`config.mk`:
```
export PLATFORM = sky130hd
export DESIGN_NAME = fifo
export DESIGN_NICKNAME = d
export VERILOG_FILES = /design/src/rtl/fifo.sv
export SDC_FILE = /design/constraint.sdc
export NUM_CORES = 1
export LEC_CHECK = 0
export BUFFER_PORTS_ARGS = -buffer_cell sky130_fd_sc_hd__buf_2
export CORE_UTILIZATION = 55
export DETAILED_ROUTE_END_ITERATION = 8
export PLACE_DENSITY_LB_ADDON = 0.25
export SYNTH_ARGS = -nofsm -noshare
export SYNTH_HDL_FRONTEND = slang
export SYNTH_SLANG_ARGS = --single-unit
export TNS_END_PERCENT = 100
```
`constraint.sdc`:
```
create_clock -name clk -period 3.3 [get_ports clk]
set_input_delay 0.99 -clock clk [delete_from_list [all_inputs] [get_ports clk]]
set_output_delay 0.99 -clock clk [all_outputs]
set_load 0.02 [all_outputs]
```
`src/rtl/fifo.sv`:
```
// Single-clock FIFO: DEPTH x WIDTH register array, wrapping pointers and an
// occupancy counter, with registered ack/error pulses and combinational level flags.
module fifo #(
  parameter int FIFO_WIDTH = 8,
  parameter int FIFO_DEPTH = 16
) (
  input  logic                  clk,
  input  logic                  rst,
  input  logic [FIFO_WIDTH-1:0] data_in,
  input  logic                  wr_en,
  input  logic                  rd_en,
  output logic [FIFO_WIDTH-1:0] data_out,
  output logic                  wr_ack,
  output logic                  rd_ack,
  output logic                  overflow,
  output logic                  underflow,
  output logic                  full,
  output logic                  empty,
  output logic                  almostfull,
  output logic                  almostempty
);

  localparam int PW = $clog2(FIFO_DEPTH);
  localparam int CW = PW + 1;

  // Handshake: a request (wr_en / rd_en) sampled on a rising edge is either
  // accepted (wr_ack / rd_ack high the next cycle) or rejected (overflow /
  // underflow high the next cycle); read data appears with rd_ack.
  logic [FIFO_WIDTH-1:0] mem_q [FIFO_DEPTH];
  logic [PW-1:0]         wr_ptr_q, wr_ptr_d;
  logic [PW-1:0]         rd_ptr_q, rd_ptr_d;
  logic [CW-1:0]         count_q, count_d;
  logic [FIFO_WIDTH-1:0] dout_q, dout_d;
  logic                  wr_ack_q, rd_ack_q, ovf_q, unf_q;
  logic                  wr_fire, rd_fire;

  function automatic logic [PW-1:0] inc_ptr(input logic [PW-1:0] p);
    return (p == PW'(FIFO_DEPTH - 1)) ? '0 : p + PW'(1);
  endfunction

  assign full        = (count_q == CW'(FIFO_DEPTH));
  assign empty       = (count_q == '0);
  assign almostfull  = (count_q == CW'(FIFO_DEPTH - 1));
  assign almostempty = (count_q == CW'(1));

  // On full a simultaneous read still proceeds, so the write is judged on the
  // pre-edge count; likewise on empty only the write proceeds.
  assign wr_fire = wr_en && !full;
  assign rd_fire = rd_en && !empty;

  always_comb begin
    wr_ptr_d = wr_ptr_q;
    rd_ptr_d = rd_ptr_q;
    count_d  = count_q;
    dout_d   = dout_q;
    if (wr_fire) wr_ptr_d = inc_ptr(wr_ptr_q);
    if (rd_fire) begin
      rd_ptr_d = inc_ptr(rd_ptr_q);
      dout_d   = mem_q[rd_ptr_q];
    end
    case ({wr_fire, rd_fire})
      2'b10:   count_d = count_q + CW'(1);
      2'b01:   count_d = count_q - CW'(1);
      default: count_d = count_q;
    endcase
  end

  always_ff @(posedge clk or posedge rst) begin
    if (rst) begin
      wr_ptr_q <= '0;
      rd_ptr_q <= '0;
      count_q  <= '0;
      dout_q   <= '0;
      wr_ack_q <= 1'b0;
      rd_ack_q <= 1'b0;
      ovf_q    <= 1'b0;
      unf_q    <= 1'b0;
    end else begin
      wr_ptr_q <= wr_ptr_d;
      rd_ptr_q <= rd_ptr_d;
      count_q  <= count_d;
      dout_q   <= dout_d;
      wr_ack_q <= wr_fire;
      rd_ack_q <= rd_fire;
      ovf_q    <= wr_en && !wr_fire;
      unf_q    <= rd_en && !rd_fire;
    end
  end

  // Storage is deliberately left out of reset.
  always_ff @(posedge clk) begin
    if (wr_fire) mem_q[wr_ptr_q] <= data_in;
  end

  assign data_out  = dout_q;
  assign wr_ack    = wr_ack_q;
  assign rd_ack    = rd_ack_q;
  assign overflow  = ovf_q;
  assign underflow = unf_q;

endmodule

```
Word-level counts from Yosys, hierarchy flattened. Memory sizes are Yosys's and may differ from the RTL's. A register that Yosys moved wholly into a read port is not among the register bits. Index checks and enable logic that the tools add are counted.

Flip-flop bits (word level): 17. RAM bits: 128. Output and inout bits: 16. Word-level logic and storage cells: 34. Memories: 1.

Memories: mem_q (depth 16, bits a word 8, read ports 1, clocked after memory_dff 1, wr ports 1, line 29) `logic [FIFO_WIDTH-1:0] mem_q [FIFO_DEPTH];`.

Add/subtract/negate cells: 4. Equal/unequal tests: 7. Mux-type cells: 5. Reduce and logical (&&, ||, !) cells: 10.

Operator list (number): $pmux 5 s2 (1); $add 4x1->4 const B (2); $eq 4x4->1 const B (2); $mux 4 (2); $add 5x1->5 const B (1); $eq 5x1->1 const B (1); $eq 5x4->1 const B (1); $eq 5x5->1 const B (1); $logic_not 5->1 (1); $sub 5x1->5 const B (1); $logic_and 1x1->1 (4); $logic_not 1->1 (4); $eq 2x1->1 const B (1); $eq 2x2->1 const B (1); $mux 1 (2); $reduce_bool 2->1 (1).

Longest topological paths before layout. Gate-level depths: netlist (run 1).

Depth after elaboration: 5. Depth in mapped cells: 10. Gate-level depth less buffers: 8.

Least setup slack after synthesis (run 1). Ideal clock, no wire load.

Path kind: flip-flop to flip-flop. From: reg count_q[0]. To: mem mem_q[3][0], enable pin. Arrival: 2040 ps. Data required time: 2905 ps. Path slack: 865 ps. Stages on the path, launching flop included: 7. Path buffers: 1. Path through: dfrtp_1 -> inv_1 -> ha_1 -> and4bb_4 -> nand2b_4 -> buf_6 -> nor4_1.

Cells in the longest elaborated chain, start to end: 5.

RTL lines: start: declaration (line 32) `logic [CW-1:0] count_q, count_d;`; start signal: assignment (line 81) `count_q <= count_d;`; $eq 5x5->1 (line 41) `assign full = (count_q == CW'(FIFO_DEPTH));`; named net full (line 17) `output logic full,`; $logic_not 1->1 (line 48) `assign wr_fire = wr_en && !full;`; $logic_and 1x1->1 (line 48); $mux 1 (line 92) `if (wr_fire) mem_q[wr_ptr_q] <= data_in;`; $mux 1 (implied by the code) (line 92); end: declaration (line 29).

The timed path passes the listed nets, and every way through them passes these cells.

Worst setup path in the final report (run 1).
From: reg count_q[2]. To: out empty.

Cells in the longest elaborated chain, start to end: 1.

RTL lines: $logic_not 5->1 (line 42) `assign empty = (count_q == '0);`; end: declaration (line 18) `output logic empty,`.

Every way passes these cells.

==> flow_metrics.env, run 1 <==
export IMPL_status="finished clean"
export IMPL_cp_max_fo=7
export IMPL_rr_startpoint="count_q[0]$_DFFE_PP0P_"
export IMPL_skew_ps=9.523
export IMPL_async_reset_ff_share_pct=16.34
export IMPL_syn_to_final_growth_pct=12.12
export IMPL_drt_iter0_markers=260
export IMPL_endpoint_kind="primary output"
export IMPL_synth_commonest_cells="128 x edfxtp_1, 49 x mux2i_1, 25 x dfrtp_1"
export IMPL_crit_chain="nor3_1 > and2_1 > buf_2"
export IMPL_setup_viol=0
export IMPL_core_area_um2=10980
export IMPL_viasPerCell=5.993
export IMPL_post_synth_instance_area_um2=6259
export IMPL_syn_inst=379
export IMPL_ctsHoldBuffers=0
export IMPL_place_hpwl_um=7887
export IMPL_cts_post_setup_buffers_inserted=0
export IMPL_finalCriticalPeriod_ps=2701
export IMPL_rows=38
export IMPL_routed_wl_met3_um=705
export IMPL_synth_top_area_cell="edfxtp_1"
export IMPL_n_fill_cell=765
export IMPL_final_max_slew_viol_count=0
export IMPL_track_usage_pct=22.44
export IMPL_htree_levels=4
export IMPL_routabilityCongestion=0.8230
export IMPL_synth_top_area_share_pct=61.42
export IMPL_synth_edf_count=128
export IMPL_initial_core_util_pct=56.98
export IMPL_cts_root_buf="clkbuf_16"
export IMPL_fin_crit_sh_pct=81.85
export IMPL_cts_resized=0
export IMPL_min_from="count_q[3]$_DFFE_PP0P_"
export IMPL_vdd_drop_max_mv=0.6192
export IMPL_dp_slack_ps=775.9
export IMPL_ant_nets=0
export IMPL_diodes=0
export IMPL_die_x_um=108.7
export IMPL_grt_overflow=0
export IMPL_drive_gt1_share_pct=19.39
export IMPL_drc_errors=0
export IMPL_cts_buffers=17
export IMPL_netlist_cell_type_count=38
export IMPL_die_area_um2=11810
export IMPL_grt_max_degree=33
export IMPL_start_kind="flop"
export IMPL_crit_start="count_q[2]$_DFFE_PP0P_"
export IMPL_met2_length_um=5771
export IMPL_met1Wirelength_um=5583
export IMPL_ioPinCount=28
export IMPL_cts_sinks=153
export IMPL_cts_tree="done"
export IMPL_dr_pass1_iters=4
export IMPL_finalHoldViolations=0
export IMPL_rsz0062_at_grt="false"
export IMPL_clk_latency_ps=420
export IMPL_yosysMostFrequentCell="edfxtp_1"
export IMPL_hold_path_class="reg2reg"
export IMPL_antenna_found_initial=0
export IMPL_worstPathRequired_ps=2310
export IMPL_power_density_nw_per_um2=859.9
export IMPL_hold_slack_ps=535.4
export IMPL_crit_type="reg2out"
export IMPL_fin_total_pwr_mw=6.034
export IMPL_top_layer="met4"
export IMPL_maxSlewHeadroom_pct=17.15
export IMPL_ys_ff_latch=153
export IMPL_wl_per_cell_um=21.75
export IMPL_cp_slowest_stage_delay_ps=480
export IMPL_nNetsFinal=433
export IMPL_fmax_mhz=370.2
export IMPL_worst_pin_slew_ps=1243
export IMPL_vias=3374
export IMPL_final_setup_tns_ps=0
export IMPL_cp_data_arrival_time_ps=1710
export IMPL_wl_um=12240
export IMPL_die_h_um=108.7
export IMPL_grt_pass1_vias=3279
export IMPL_drv_cap=0
export IMPL_synthTopCellsByArea="edfxtp_1 61%, dfrtp_1 10%, mux2i_1 7.8%"
export IMPL_synth_seq_area_share_pct=71.41
export IMPL_io_buffers=27
export IMPL_cp_slowest_cell="nor3_1"
export IMPL_p_leak_nw=2.561
export IMPL_ys_warn_count=0
export IMPL_finalWorstSetupSlack_ps=599.1
export IMPL_clkSlewWorstSetupHoldPaths_ps=60
export IMPL_syn_avg_cell_area_um2=16.51
export IMPL_syn_nets=402
export IMPL_cts_buffer_depth=2
export IMPL_grt_pass1_wl_um=18550
export IMPL_synth_flop_cell="edfxtp_1"
layout make-up:
cell class                      count  area, µm²  share of cell area [%]
Sequential cell                   153       4469                   63.69
Multi-Input combinational cell    193       1594                   22.72
Clock buffer                       18      439.2                   6.259
Timing Repair Buffer               34      187.7                   2.675
Tap cell                          140      175.2                   2.496
Clock inverter                     14      110.1                   1.569
Inverter                           11      41.29                  0.5884
cell usage in the layout (no fill, tap or decap), types with 2 or more instances in the layout:
| cell | netlist | routed |
|---|---|---|
| xor2_1 | 2 | 2 |
| nand3_1 | 6 | 6 |
| clkinv_2 | 0 | 2 |
| buf_2 | 6 | 27 |
| mux2_2 | 2 | 2 |
| clkinvlp_4 | 0 | 2 |
| nor4_1 | 4 | 4 |
| nor2b_1 | 2 | 2 |
| clkinv_4 | 0 | 2 |
| inv_1 | 10 | 10 |
| a221oi_1 | 8 | 8 |
| and2_1 | 12 | 12 |
| inv_6 | 0 | 5 |
| edfxtp_1 | 128 | 128 |
| xnor2_1 | 4 | 4 |
| a31oi_1 | 10 | 10 |
| a32o_1 | 2 | 2 |
| ha_1 | 11 | 11 |
| and3_1 | 2 | 2 |
| nand2_1 | 5 | 5 |
| o21ai_0 | 12 | 12 |
| dfrtp_1 | 25 | 25 |
| o22ai_1 | 17 | 17 |
| clkbuf_16 | 0 | 17 |
| inv_4 | 0 | 2 |
| nor2_1 | 24 | 24 |
| nand3b_1 | 2 | 2 |
| a21oi_1 | 2 | 2 |
| mux4_2 | 8 | 8 |
| mux2i_1 | 49 | 49 |
| buf_4 | 3 | 7 |
state kept, by name, summed over array words and instances, names as in the netlist:
register	count
overflow	1
data_out	8
wr_ptr_q	4
underflow	1
rd_ack	1
mem_q	128
wr_ack	1
count_q	5
rd_ptr_q	4
through the flow:
step	instance area, µm²	instances	utilization (%)
after global routing	7017	563	63.89
after floorplan	6259	379	-
after global placement	6467	531	58.89
final	7017	563	63.89
after detailed placement	6467	531	58.89
after CTS	7017	563	63.89
logic make-up after synthesis:
family,count (synthesis),synth area share [%]
xor+xnor,6,0.8397
mux,59,11.08
simple gates,64,5.798
compound gates,53,5.558
fa+ha+maj,11,2.199
flops,153,71.41
buf+inv,33,3.119
per-layer routing:
layer	up-vias	track usage, %
li1	1523	-
met3	16	5.918
met5	-	0
met2	121	33.95
met4	0	7.239
met1	1714	31.94
worst paths after layout:
path,end,slack [ps],cells past startpoint
min,count_q[3]$_DFFE_PP0P_,540,1
max in group asynchronous,wr_ptr_q[1]$_DFFE_PP0P_,1940,2
min reg2reg,count_q[3]$_DFFE_PP0P_,540,1
min in group asynchronous,underflow$_DFF_PP0_,780,2
max reg2reg,mem_q[15][3]$_DFFE_PP_,740,7
max,empty,600,3
where the power goes:
| group | total [mW] | internal, mW | switching, mW |
|---|---|---|---|
| combinational | 1.58 | 0.679 | 0.905 |
| sequential | 2.66 | 2.37 | 0.288 |
| clock | 1.79 | 0.997 | 0.790 |
critical path, delay by kind of cell (launching register included):
family / cells / cell delay [ps]
buf+inv: 1 / 160
simple gates: 2 / 670
flops: 1 / 460
(Power assumes the default switching activity.)
==> run 2, diff against run 1 <==
Clock period 3.3 ns to 2.7 ns, I/O delays scaled along.
==> run 2 against run 1 <==
  * Final area up 0.16%
  * Sequential power up 22%
  * Highest routed layer unchanged
  * Non-clock buffer count up 6
  * Largest power group unchanged
==> flow_metrics.env, run 2 (synthesis results as in run 1) <==
export IMPL_rows=38
export IMPL_hold_path_class="reg2reg"
export IMPL_r2r_slack_ps=460
export IMPL_fin_total_pwr_mw=7.224
export IMPL_cts_sinks=153
export IMPL_final_cells=569
export IMPL_die_h_um=108.7
export IMPL_final_cell_mix="128 x edfxtp_1, 49 x mux2i_1, 27 x buf_2"
export IMPL_syn_to_final_growth_pct=12.30
export IMPL_vdd_drop_max_mv=0.5170
export IMPL_largest_register="mem_q"
export IMPL_diodes=0
export IMPL_grt_pass1_wl_um=18490
export IMPL_cp_slowest_cell="nor3_1"
export IMPL_htree_levels=4
export IMPL_final_setup_tns_ps=0
export IMPL_crit_type="reg2out"
export IMPL_routabilityCongestion=0.7855
export IMPL_die_area_um2=11810
export IMPL_cts_resized=0
export IMPL_core_area_um2=10980
export IMPL_postLayoutCoreUtil_pct=63.99
export IMPL_clkSlewWorstSetupHoldPaths_ps=60
export IMPL_grt_overflow=0
export IMPL_p_leak_nw=2.559
export IMPL_rsz0062_at_grt="false"
export IMPL_hold_slack_ps=548.7
export IMPL_largest_reg_flops=128
export IMPL_status="finished clean"
export IMPL_cts_buffers=17
export IMPL_cts_post_setup_buffers_inserted=0
export IMPL_place_hpwl_um=7917
export IMPL_antenna_found_initial=0
export IMPL_cts_buffer_depth=2
export IMPL_ctsHoldBuffers=0
export IMPL_finalHoldViolations=0
export IMPL_multiInputGateArea_um2=1594
export IMPL_wl_um=12060
export IMPL_track_usage_pct=22.57
export IMPL_finalWorstSetupSlack_ps=214.5
export IMPL_nNetsFinal=439
export IMPL_worstPathRequired_ps=1890
export IMPL_fmax_mhz=402.3
export IMPL_die_x_um=108.7
export IMPL_skew_ps=6.070
export IMPL_regArea_um2=4469
export IMPL_crit_chain="nor3_1 > and2_1 > buf_2"
export IMPL_fin_crit_sh_pct=92.06
export IMPL_final_common_cell="edfxtp_1"
export IMPL_drt_iter0_markers=286
export IMPL_cts_tree="done"
export IMPL_initial_core_util_pct=56.98
export IMPL_wl_per_cell_um=21.20
export IMPL_worst_pin_slew_ps=992.5
export IMPL_n_fill_cell=781
export IMPL_cp_slowest_stage_delay_ps=460
export IMPL_io_buffers=27
export IMPL_clk_latency_ps=410
export IMPL_endpoint_kind="primary output"
export IMPL_finalCriticalPeriod_ps=2486
export IMPL_cp_max_fo=7
export IMPL_timing_critical_path_buf_inv=1
export IMPL_cts_root_buf="clkbuf_16"
export IMPL_design_area_um2=7028
export IMPL_maxSlewHeadroom_pct=33.76
export IMPL_ioPinCount=28
export IMPL_setup_viol=0
export IMPL_drive_gt1_share_pct=19.81
export IMPL_dp_slack_ps=482.0
export IMPL_placed_cells=537
export IMPL_dr_pass1_iters=5
export IMPL_start_kind="flop"
export IMPL_viasPerCell=5.879
export IMPL_grt_pass1_vias=3304
export IMPL_cp_data_arrival_time_ps=1680
export IMPL_placed_cell_area_um2=6513
export IMPL_drc_errors=0
export IMPL_vias=3345
export IMPL_ant_nets=0
export IMPL_drv_cap=0
export IMPL_grt_max_degree=26
export IMPL_power_density_nw_per_um2=1028
export IMPL_final_max_slew_viol_count=0
export IMPL_critical_path_top_delay_family="simple AND/OR/NAND/NOR gates"
run 2: cell count changes in the layout (fill, tap and decap cells not counted), sizes merged:
cell,change
buf,+6
clkbuf,+1
clkinv,+3
clkinvlp,+4
inv,-8
run 2: final timing paths:
kind                                         startpoint                 endpoint  cells after the start
max in group asynchronous                           rst  wr_ptr_q[1]$_DFFE_PP0P_                      2
worst max-delay path             count_q[2]$_DFFE_PP0P_                    empty                      3
worst min-delay path            data_out[1]$_DFFE_PP0P_  data_out[1]$_DFFE_PP0P_                      2
worst max register to register   count_q[0]$_DFFE_PP0P_    mem_q[7][6]$_DFFE_PP_                      6
worst min register to register  data_out[1]$_DFFE_PP0P_  data_out[1]$_DFFE_PP0P_                      2
min in group asynchronous                           rst         rd_ack$_DFF_PP0_                      2
run 2: layout make-up:
| type | instances | area share [%] |
|---|---|---|
| multi-input cells | 193 | 22.68 |
| inverters | 11 | 0.5875 |
| repair buffers | 40 | 3.311 |
| clock buffers | 19 | 6.160 |
| flip-flops and latches | 153 | 63.59 |
| clock inverters | 13 | 1.175 |
| well taps | 140 | 2.492 |
run 2: worst register-to-register path: stages, from the launching register on:
cell	delay, ps
dfrtp_1	430
inv_1	100
ha_1	260
and4bb_4	220
nand2b_4	200
nor3b_4	250
and2_1	440
run 2: layer usage:
metal	vias to the layer above	part of all wire (%)	track usage, %
li1	1537	-	-
met1	1666	44	30.88
met2	125	49	35.80
met3	17	5.5	5.439
met4	0	1.7	7.625
met5	-	0	0
run 2: power by group:
group | leakage, nW | total [mW] | internal (mW) | switching (mW)
registers | 1.45 | 3.24 | 2.90 | 0.333
clock network | 0.238 | 2.04 | 1.16 | 0.880
logic | 0.869 | 1.95 | 0.840 | 1.11
total | 2.56 | 7.22 | 4.90 | 2.32
==> run 3, diff against run 2 <==
Settings changed: CORE_UTILIZATION 55 to 42.
==> run 3 against run 2 <==
  * Maximum frequency fell by 0.92%
  * Largest power group unchanged
  * Combinational power about the same
  * Via count decreased by 2.6%
  * First-iteration DRC count decreased by 17%
  * Sequential share of layout area down 0.98 points
  * Die area rose by 30%
==> flow_metrics.env, run 3 (synthesis results as in run 1) <==
export IMPL_status="finished clean"
export IMPL_maxSlewHeadroom_pct=48.80
export IMPL_final_max_slew_viol_count=0
export IMPL_cts_post_setup_buffers_inserted=0
export IMPL_final_cell_mix="128 x edfxtp_1, 49 x mux2i_1, 27 x buf_2"
export IMPL_cts_buffers=17
export IMPL_cts_root_buf="clkbuf_16"
export IMPL_dr_pass1_iters=4
export IMPL_power_density_nw_per_um2=1040
export IMPL_cp_slowest_cell="nor3_1"
export IMPL_grt_overflow=0
export IMPL_die_x_um=124.1
export IMPL_ctsHoldBuffers=0
export IMPL_endpoint_kind="primary output"
export IMPL_drt_iter0_markers=237
export IMPL_largest_reg_flops=128
export IMPL_cp_max_fo=7
export IMPL_design_area_um2=7138
export IMPL_cts_sinks=153
export IMPL_place_hpwl_um=8458
export IMPL_cts_resized=0
export IMPL_vias=3259
export IMPL_grt_max_degree=26
export IMPL_htree_levels=4
export IMPL_die_h_um=124.1
export IMPL_worst_pin_slew_ps=767.9
export IMPL_crit_start="count_q[2]$_DFFE_PP0P_"
export IMPL_track_usage_pct=17.91
export IMPL_crit_type="reg2out"
export IMPL_timing_critical_path_buf_inv=1
export IMPL_cp_data_arrival_time_ps=1700
export IMPL_core_area_um2=14530
export IMPL_ioPinCount=28
export IMPL_fmax_mhz=398.6
export IMPL_grt_pass1_wl_um=19180
export IMPL_antenna_found_initial=0
export IMPL_syn_to_final_growth_pct=14.05
export IMPL_setup_viol=0
export IMPL_finalCriticalPeriod_ps=2509
export IMPL_cts_buffer_depth=2
export IMPL_drive_gt1_share_pct=18.98
export IMPL_clk_latency_ps=420
export IMPL_rsz0062_at_grt="false"
export IMPL_wl_um=12440
export IMPL_diodes=0
export IMPL_rows=44
export IMPL_clkSlewWorstSetupHoldPaths_ps=60
export IMPL_r2r_end="mem_q[7][0]$_DFFE_PP_"
export IMPL_rr_startpoint="count_q[0]$_DFFE_PP0P_"
export IMPL_fin_crit_sh_pct=92.91
export IMPL_finalHoldViolations=0
export IMPL_placed_cell_area_um2=6590
export IMPL_nNetsFinal=442
export IMPL_skew_ps=12.38
export IMPL_io_buffers=27
export IMPL_final_setup_tns_ps=0
export IMPL_worstPathRequired_ps=1890
export IMPL_r2r_cells=6
export IMPL_viasPerCell=5.291
export IMPL_wl_per_cell_um=20.19
export IMPL_die_area_um2=15390
export IMPL_critical_path_top_delay_family="simple AND/OR/NAND/NOR gates"
export IMPL_ant_nets=0
export IMPL_crit_chain="nor3_1 > and2_1 > buf_2"
export IMPL_cts_tree="done"
export IMPL_initial_core_util_pct=43.06
export IMPL_drc_errors=0
export IMPL_p_leak_nw=2.603
export IMPL_largest_register="mem_q"
export IMPL_start_kind="flop"
export IMPL_hold_path_class="in2async"
export IMPL_cp_slowest_stage_delay_ps=470
export IMPL_drv_cap=0
export IMPL_final_common_cell="edfxtp_1"
export IMPL_r2r_slack_ps=430
export IMPL_n_fill_cell=1231
export IMPL_vdd_drop_max_mv=0.5809
export IMPL_grt_pass1_vias=3230
export IMPL_routabilityCongestion=0.8047
==> run 3: cell types whose count changed in the layout (fill, tap and decap cells not counted) <==
cell and change:
clkinvlp_4 -6, clkinv_2 -2, clkinv_4 -1, bufinv_16 +2
buf_4 +3, clkbuf_1 +6, clkbuf_8 +1
==> run 3: routing by layer <==
layer	global-route usage [%]	part of all wire, %
met1	25.03	47
met2	26.83	46
met3	4.304	5.9
met4	7.366	0.88
met5	0	0
==> run 3: worst max-delay path by stage <==
stage	cells past startpoint	end	slack, ps
global route	3	almostempty	50
detailed placement	6	mem_q[7][7]$_DFFE_PP_	440
global placement	6	mem_q[7][7]$_DFFE_PP_	520
floorplan	6	mem_q[3][0]$_DFFE_PP_	260
CTS	3	empty	180
finish	3	empty	190
==> run 3: power by group <==
group / internal, mW / total, mW / switching, mW
clock network: 1.38 / 2.22 / 0.844
logic: 0.858 / 1.92 / 1.07
registers: 2.90 / 3.28 / 0.377
total: 5.14 / 7.43 / 2.29
==> run 3: through the flow <==
| stage | cells | power, mW | hold WS, ps | setup slack (ps) | utilization (%) |
|---|---|---|---|---|---|
| 2_1_floorplan | 379 | 4.732 | 490.5 | 264.9 | - |
| 3_3_place_gp | 584 | 5.230 | 542.8 | 522.3 | 45.34 |
| 3_5_place_dp | 584 | 5.271 | 557.8 | 440.0 | 45.34 |
| 4_1_cts | 616 | 7.485 | 459.9 | 180.9 | 49.11 |
| 5_1_grt | 616 | 7.787 | 499.5 | 45.63 | 49.11 |
| 6_report | 616 | 7.426 | 457.7 | 191.3 | 49.11 |
==> run 3: area by class of cell <==
type / instances / area, µm² / area share (%)
Inverter: 11 / 41.29 / 0.5784
Timing Repair Buffer: 43 / 255.2 / 3.576
Clock inverter: 6 / 78.83 / 1.104
Sequential cell: 153 / 4469 / 62.61
Multi-Input combinational cell: 193 / 1594 / 22.33
Tap cell: 184 / 230.2 / 3.225
Clock buffer: 26 / 469.2 / 6.573
==> run 3: worst min-delay path: cells and delay by family <==
| kind | cells | cell delay (ps) |
|---|---|---|
| buffers and inverters | 3 | 470 |
